### src/rtl/csa_accum_ctrl.sv
// Carry-save frame accumulator: sums up to 16 unsigned operands per frame, then ripples the carry out.
// Optional CSA_ACCUM_PERF_EN adds res_cycles, the RESOLVE duration of the last frame.
module csa_accum_ctrl #(
  parameter int unsigned N = 4
) (
  input  logic         clk,
  input  logic         rst,
  input  logic         in_valid,
  output logic         in_ready,
  input  logic [N-1:0] in_data,
  input  logic         in_last,
  output logic         out_valid,
  input  logic         out_ready,
  output logic [N+3:0] out_data,
  output logic [4:0]   out_count,
  output logic         out_trunc
`ifdef CSA_ACCUM_PERF_EN
  ,
  output logic [4:0]   res_cycles
`endif
);
  localparam int unsigned W       = N + 4;
  localparam int unsigned MAX_OPS = 16;

  typedef enum logic [1:0] {IDLE, ACCUM, RESOLVE, OUTPUT} state_t;

  state_t       state_q;
  logic [W-1:0] s_q, c_q, s_d, c_d, x;
  logic [4:0]   cnt_q, cnt_d;
  logic [W-1:0] out_data_q;
  logic [4:0]   out_count_q;
  logic         out_trunc_q;
  logic         out_valid_q;
  logic         xfer, done;
`ifdef CSA_ACCUM_PERF_EN
  logic [4:0]   res_cnt_q;
  logic [4:0]   res_cycles_q;
`endif

  assign in_ready  = (state_q == IDLE) || (state_q == ACCUM);
  assign out_valid = out_valid_q;
  assign out_data  = out_data_q;
  assign out_count = out_count_q;
  assign out_trunc = out_trunc_q;
`ifdef CSA_ACCUM_PERF_EN
  assign res_cycles = res_cycles_q;
`endif

  // s_d/c_d hold the load, the 3:2 compression or the carry-ripple step depending on state
  always_comb begin
    x     = W'(in_data);
    xfer  = in_valid && in_ready;
    s_d   = s_q;
    c_d   = c_q;
    cnt_d = cnt_q;
    if (state_q == IDLE) begin
      s_d   = x;
      c_d   = '0;
      cnt_d = 5'd1;
    end else if (state_q == ACCUM) begin
      s_d   = s_q ^ c_q ^ x;
      c_d   = ((s_q & c_q) | (s_q & x) | (c_q & x)) << 1;
      cnt_d = cnt_q + 5'd1;
    end else begin
      s_d   = s_q ^ c_q;
      c_d   = (s_q & c_q) << 1;
    end
    done = in_last || (cnt_d == 5'(MAX_OPS));
  end

  always_ff @(posedge clk) begin
    if (rst) begin
      state_q     <= IDLE;
      s_q         <= '0;
      c_q         <= '0;
      cnt_q       <= '0;
      out_valid_q <= 1'b0;
      out_data_q  <= '0;
      out_count_q <= '0;
      out_trunc_q <= 1'b0;
`ifdef CSA_ACCUM_PERF_EN
      res_cnt_q    <= '0;
      res_cycles_q <= '0;
`endif
    end else begin
      case (state_q)
        IDLE, ACCUM: begin
          if (xfer) begin
            s_q   <= s_d;
            c_q   <= c_d;
            cnt_q <= cnt_d;
            if (done) begin
              state_q     <= RESOLVE;
              out_trunc_q <= !in_last;
`ifdef CSA_ACCUM_PERF_EN
              res_cnt_q   <= '0;
`endif
            end else begin
              state_q <= ACCUM;
            end
          end
        end
        RESOLVE: begin
          if (c_q == '0) begin
            state_q     <= OUTPUT;
            out_valid_q <= 1'b1;
            out_data_q  <= s_q;
            out_count_q <= cnt_q;
`ifdef CSA_ACCUM_PERF_EN
            res_cycles_q <= res_cnt_q + 5'd1;
`endif
          end else begin
            s_q <= s_d;
            c_q <= c_d;
`ifdef CSA_ACCUM_PERF_EN
            res_cnt_q <= res_cnt_q + 5'd1;
`endif
          end
        end
        OUTPUT: begin
          if (out_ready) begin
            state_q     <= IDLE;
            out_valid_q <= 1'b0;
          end
        end
        default: state_q <= IDLE;
      endcase
    end
  end
endmodule

### config.mk
export PLATFORM = sky130hd
export DESIGN_NAME = csa_accum_ctrl
export DESIGN_NICKNAME = d
export VERILOG_FILES = /design/src/rtl/csa_accum_ctrl.sv
export SDC_FILE = /design/constraint.sdc
export NUM_CORES = 1
export LEC_CHECK = 0
export CAP_MARGIN = 40
export CORE_UTILIZATION = 55
export CTS_CLUSTER_DIAMETER = 50
export DETAILED_ROUTE_END_ITERATION = 10
export PLACE_DENSITY = 0.8
export SETUP_SLACK_MARGIN = 0.4
export SLEW_MARGIN = 20
export SYNTH_ARGS = -nofsm -noshare
export SYNTH_HDL_FRONTEND = slang
export SYNTH_SLANG_ARGS = --single-unit
### constraint.sdc
create_clock -name clk -period 3.7 [get_ports clk]
set_input_delay 0.74 -clock clk [delete_from_list [all_inputs] [get_ports clk]]
set_output_delay 0.74 -clock clk [all_outputs]
set_load 0.005 [all_outputs]
### Yosys cells after proc, flatten, opt, wreduce, memory -nomap -nowiden

Cells that the tools add are included.

* bits in registers: 38
* input port bits: 9
* word-level logic and storage cells: 59

* add/sub/neg operators: 1
* equality and inequality tests: 8
* multiplexer cells: 20
* bitwise operators: 7
* reductions and logical operators: 15

Operators by type and width (count)
* $mux W8: 8
* $pmux W8 S2: 2
* $and A7 B4 Y7: 2
* $or A7 B7 Y7: 2
* $reduce_and A3 Y1: 4
* $mux W5: 2
* $logic_not A8 Y1: 1
* $mux W2: 4
* $ne A2 B2 Y1 const B: 4
* $xor A8 B4 Y8: 1
* $xor A8 B8 Y8: 1
* $and A7 B7 Y7: 1
* $pmux W2 S3: 1
* $add A5 B1 Y5 const B: 1
* $eq A5 B5 Y1 const B: 1
* $eq A2 B2 Y1 const B: 2
* $reduce_and A2 Y1: 2
* $reduce_bool A2 Y1: 2
* $eq A2 B1 Y1 const B: 1
* $logic_not A2 Y1: 1
* $logic_or A1 B1 Y1: 2
* $mux W1: 2
* $pmux W1 S2: 1
* $reduce_or A2 Y1: 1
* 2 further kinds: 2

### Longest topological paths before layout

* depth in word-level cells: 8
* mapped depth: 7
* depth with buffers taken out: 6

### Worst setup path before layout

Ideal clock, no wire load.

* path type: input to register
* start: in in_data[2]
* end: reg s_q[2]
* setup time: 70 ps
* arrival time: 1816 ps
* path slack: 1814 ps
* stages: 6
* cells stage by stage: inv_1 -> fa_1 -> mux2_2 -> o21ai_0 -> nand2_1 -> a21oi_1

* word-level cells in the longest chain between the ends: 5
* elaborated cells between the ends (all ways): 6
* classes of those cells: 5 x mux; 1 x bitwise

RTL lines
* start, declared: line 10 `input logic [N-1:0] in_data,`
* $xor A8 B4 Y8: line 61 `s_d = s_q ^ c_q ^ x;`
* $mux W8: line 60 `end else if (state_q == ACCUM) begin`
* $mux W8 *: line 56 `if (state_q == IDLE) begin`
* $mux W8 (on tied branches): line 104, 88
* $pmux W8 S2 *: line 86 `case (state_q)`
* end signal, assigned: line 74 `s_q <= '0;`
* end signal, assigned: line 89 `s_q <= s_d;`
* end signal, assigned: line 113 `s_q <= s_d;`
* end, declared: line 28 `logic [W-1:0] s_q, c_q, s_d, c_d, x;`

Every way passes the cells marked *; elsewhere a longest branch is shown, timed or not. The select of a mux whose other input is x is not followed.
A chain may end at the register's enable or synchronous reset.

### Final worst setup path

* start: reg state_q[1]
* end: out in_ready

* word-level cells in the longest chain between the ends: 2
* elaborated cells between the ends (all ways): 3
* classes of those cells: 1 x eq/ne; 2 x reduce/logical

RTL lines
* start, declared: line 27 `state_t state_q;`
* start signal, assigned: line 73 `state_q <= IDLE;`
* start signal, assigned: line 93 `state_q <= RESOLVE;`
* start signal, assigned: line 99 `state_q <= ACCUM;`
* $eq A2 B1 Y1 or $logic_not A2 Y1 (tied branches): line 40 `assign in_ready = (state_q == IDLE) || (state_q == ACCUM);`
* $logic_or A1 B1 Y1 *: line 40
* end, declared: line 9 `output logic in_ready,`

Every way passes the cells marked *; elsewhere a longest branch is shown, timed or not.

==> impl_metrics.sql <==
INSERT INTO impl_metrics (metric_group, metric, value, unit) VALUES
('power_and_ir_drop', 'power_frac_seq', '0.483', ''),
('grt', 'grt_pass1_vias', '1522', ''),
('detailed_routing', 'antenna_violating_nets_post_route', '0', ''),
('run', 'max_cap_viols', '0', ''),
('power_and_ir_drop', 'peakVddDrop', '292.2', 'µV'),
('detailed_routing', 'met3RoutedLength', '175', 'µm'),
('worst_setup_path', 'critical_path_cell_count', '2', ''),
('floorplanning', 'initial_utilization', '0.5821', ''),
('sta', 'worst-slew-pin-transition', '768.0', 'ps'),
('sta', 'setup_repair_after_global_routing_missed_its_margin', 'no', ''),
('worst_setup_path', 'start_kind', 'flip-flop', ''),
('power_and_ir_drop', 'power.static_leakage', '0.8721', 'nW'),
('place', 'gp_congestion', '0.8519', ''),
('detailed_routing', 'remaining_drc_errors', '0', ''),
('floorplanning', 'die_w', '59.08', 'µm'),
('synthesis', 'synth_sequential_area_ratio', '0.4134', ''),
('detailed_routing', 'wirelength', '3.846', 'mm'),
('synthesis', 'syn-cell-area', '0.001792', 'mm²'),
('detailed_routing', 'iteration_0_drc_count_of_the_detailed_router', '43', ''),
('grt', 'grt_util_all_layers', '0.2601', ''),
('synthesis', 'ys_seq_elements', '37', ''),
('synthesis', 'dominant_cell_type_by_area_after_synthesis', 'sky130_fd_sc_hd__dfxtp_1', ''),
('place', 'dpl.hpwl', '2.683', 'mm'),
('place', 'port-buffer-count', '24', ''),
('cts', 'cts.clk_slew.worst_paths', '110', 'ps'),
('hold_path', 'hp-class', 'flip-flop to flip-flop', ''),
('cells_and_area', 'layout.cells.most_common', 'sky130_fd_sc_hd__dfxtp_1', ''),
('sta', 'final_max_slew_viol_count', '0', ''),
('power_and_ir_drop', 'power.share.clock', '0.382', ''),
('cts', 'cts_htree_levels', '2', ''),
('worst_setup_path', 'path_delay_family', 'flip-flops', ''),
('floorplanning', 'die_h', '59.08', 'µm'),
('worst_setup_path', 'worstPathMaxFanout', '21', ''),
('sta', 'finClkSkew', '14.33', 'ps'),
('grt', 'largest_net_degree_at_the_start_of_global_routing', '28', ''),
('sta', 'worst_slew_margin_rel', '0.4846', ''),
('synthesis', 'post_synth_edffs', '0', ''),
('synthesis', 'ys.warnings.count', '0', ''),
('synthesis', 'post_synth_main_area_contributors', 'sky130_fd_sc_hd__dfxtp_1 41%, sky130_fd_sc_hd__mux2i_1 7.8%, sky130_fd_sc_hd__nor2_1 5.7%', ''),
('detailed_routing', 'detailroute.wirelength.met2', '1.935', 'mm'),
('detailed_routing', 'routed_wire_length_per_instance', '14.24', 'µm'),
('grt', 'grt-ovfl-total', '0', ''),
('worst_setup_path', 'reg2regPathDepth', '5', ''),
('worst_setup_path', 'cp.required', '2960', 'ps'),
('worst_setup_path', 'crit_chain', 'inv_1 > clkdlybuf4s50_1', ''),
('sta', 'finalWorstPathRequiredPeriod', '2623', 'ps'),
('floorplanning', 'core_region_area', '0.003078', 'mm²'),
('detailed_routing', 'wl_met1', '1.668', 'mm'),
('power_and_ir_drop', 'total_power', '0.9076', 'mW'),
('synthesis', 'syn_inst', '205', ''),
('synthesis', 'synth_cell_type_count', '35', ''),
('power_and_ir_drop', 'pwr_density_cell', '424.9', 'mW/mm²'),
('grt', 'grt_pass1_wl', '6.686', 'mm'),
('cells_and_area', 'mostFrequentLayoutCells', '37 x sky130_fd_sc_hd__dfxtp_1, 27 x sky130_fd_sc_hd__nor2_1, 24 x sky130_fd_sc_hd__clkdlybuf4s50_1, 17 x sky130_fd_sc_hd__nand2_1, 16 x sky130_fd_sc_hd__a21oi_1', ''),
('sta', 'fin_tns_setup', '0', 'ps'),
('hold_path', 'hold_path_depth', '2', ''),
('worst_setup_path', 'worst-endpoint-arrival', '1880', 'ps'),
('cells_and_area', 'area_growth_syn_to_layout', '19.20', '%'),
('detailed_routing', 'dr_top_layer', 'met4', ''),
('floorplanning', 'row_count', '20', ''),
('floorplanning', 'io-pin-count', '25', ''),
('cells_and_area', 'nets', '245', ''),
('sta', 'fmax', '381.3', 'MHz'),
('power_and_ir_drop', 'comb_power_share', '0.135', ''),
('cts', 'clock_insertion_delay_worst_skew', '350', 'ps'),
('synthesis', 'async_reset_ff_frac', '0', ''),
('cts', 'cts_num_sinks', '37', ''),
('sta', 'hold-worst-slack', '474.9', 'ps'),
('status', 'run_status', 'completed', ''),
('grt', 'antenna_found_initial', '0', ''),
('cts', 'cts_tree', 'done', '');
[sequential cells by signal (all words and copies together), names as in the netlist]
| signal | flops |
|---|---|
| c_q | 7 |
| cnt_q | 5 |
| out_count | 5 |
| out_data | 8 |
| out_trunc | 1 |
| out_valid | 1 |
| s_q | 8 |
| state_q | 2 |
[routing by layer]
layer,track usage,up-vias
met3,0.06769,9
met1,0.3099,728
met5,0,-
li1,-,751
met4,0.1224,0
met2,0.4367,40
[power by group through the flow]
stage	Combinational, mW	Clock, mW	Sequential (mW)
final	0.123	0.347	0.438
after CTS	0.123	0.352	0.438
after global placement	0.116	0	0.446
after floorplan	0.0982	0	0.434
after detailed placement	0.122	0	0.447
after global routing	0.137	0.370	0.442
[per-stage QoR]
step                      cell area (µm²)  setup WS, ps  utilization  cells
after floorplan                      1792          1814            -    205
after global routing                 2136         947.2       0.6939    270
after detailed placement             2033          1072       0.6606    262
final                                2136          1077       0.6939    270
after CTS                            2136          1082       0.6939    270
after global placement               2033          1250       0.6606    262
[logic make-up after synthesis]
logic type                 synth area share
xor gates and xnor gates           0.004889
adders and majority gates           0.08939
DFF                                  0.4134
buffers and inverters               0.05726
and+or+nand+nor                      0.1879
muxes                               0.09078
AOI/OAI and AO/OA                    0.1564
[synth_stat cells, types with 2 or more instances]
cell,instances
sky130_fd_sc_hd__dfxtp_1,37
sky130_fd_sc_hd__nor2_1,27
sky130_fd_sc_hd__nand2_1,17
sky130_fd_sc_hd__a21oi_1,16
sky130_fd_sc_hd__mux2i_1,14
sky130_fd_sc_hd__a211oi_1,12
sky130_fd_sc_hd__nand3_1,12
sky130_fd_sc_hd__inv_1,11
sky130_fd_sc_hd__ha_1,8
sky130_fd_sc_hd__o21ai_0,8
sky130_fd_sc_hd__clkbuf_1,6
sky130_fd_sc_hd__nor3_1,5
sky130_fd_sc_hd__buf_1,3
sky130_fd_sc_hd__fa_1,3
sky130_fd_sc_hd__nor2b_1,3
sky130_fd_sc_hd__buf_6,2
sky130_fd_sc_hd__mux2_2,2
sky130_fd_sc_hd__nand2b_1,2
[area by class of cell]
type | instances | area [µm²]
multi-input combinational | 145 | 948.4
fill | 261 | 942.2
sequential | 37 | 740.7
timing repair buffer | 25 | 247.7
clock inverter | 3 | 65.06
tap | 44 | 55.05
inverter | 11 | 41.29
clock buffer | 5 | 37.54
[worst paths after layout]
| path | slack, ps | startpoint | endpoint |
|---|---|---|---|
| worst max-delay path | 1080 | state_q[1]$_SDFFE_PP0P_ | in_ready |
| worst min-delay path | 470 | out_valid$_SDFFE_PP0P_ | out_valid$_SDFFE_PP0P_ |
| worst max register to register | 1500 | state_q[0]$_SDFFE_PP0P_ | state_q[1]$_SDFFE_PP0P_ |
| worst min register to register | 470 | out_valid$_SDFFE_PP0P_ | out_valid$_SDFFE_PP0P_ |
[worst reg2reg max path: stages (launching register included)]
cell,delay [ps]
sky130_fd_sc_hd__dfxtp_1,790
sky130_fd_sc_hd__nand2b_1,330
sky130_fd_sc_hd__or3_1,410
sky130_fd_sc_hd__o21ai_0,170
sky130_fd_sc_hd__nor3_1,130
sky130_fd_sc_hd__o31a_1,290
(Power assumes the default switching activity.)
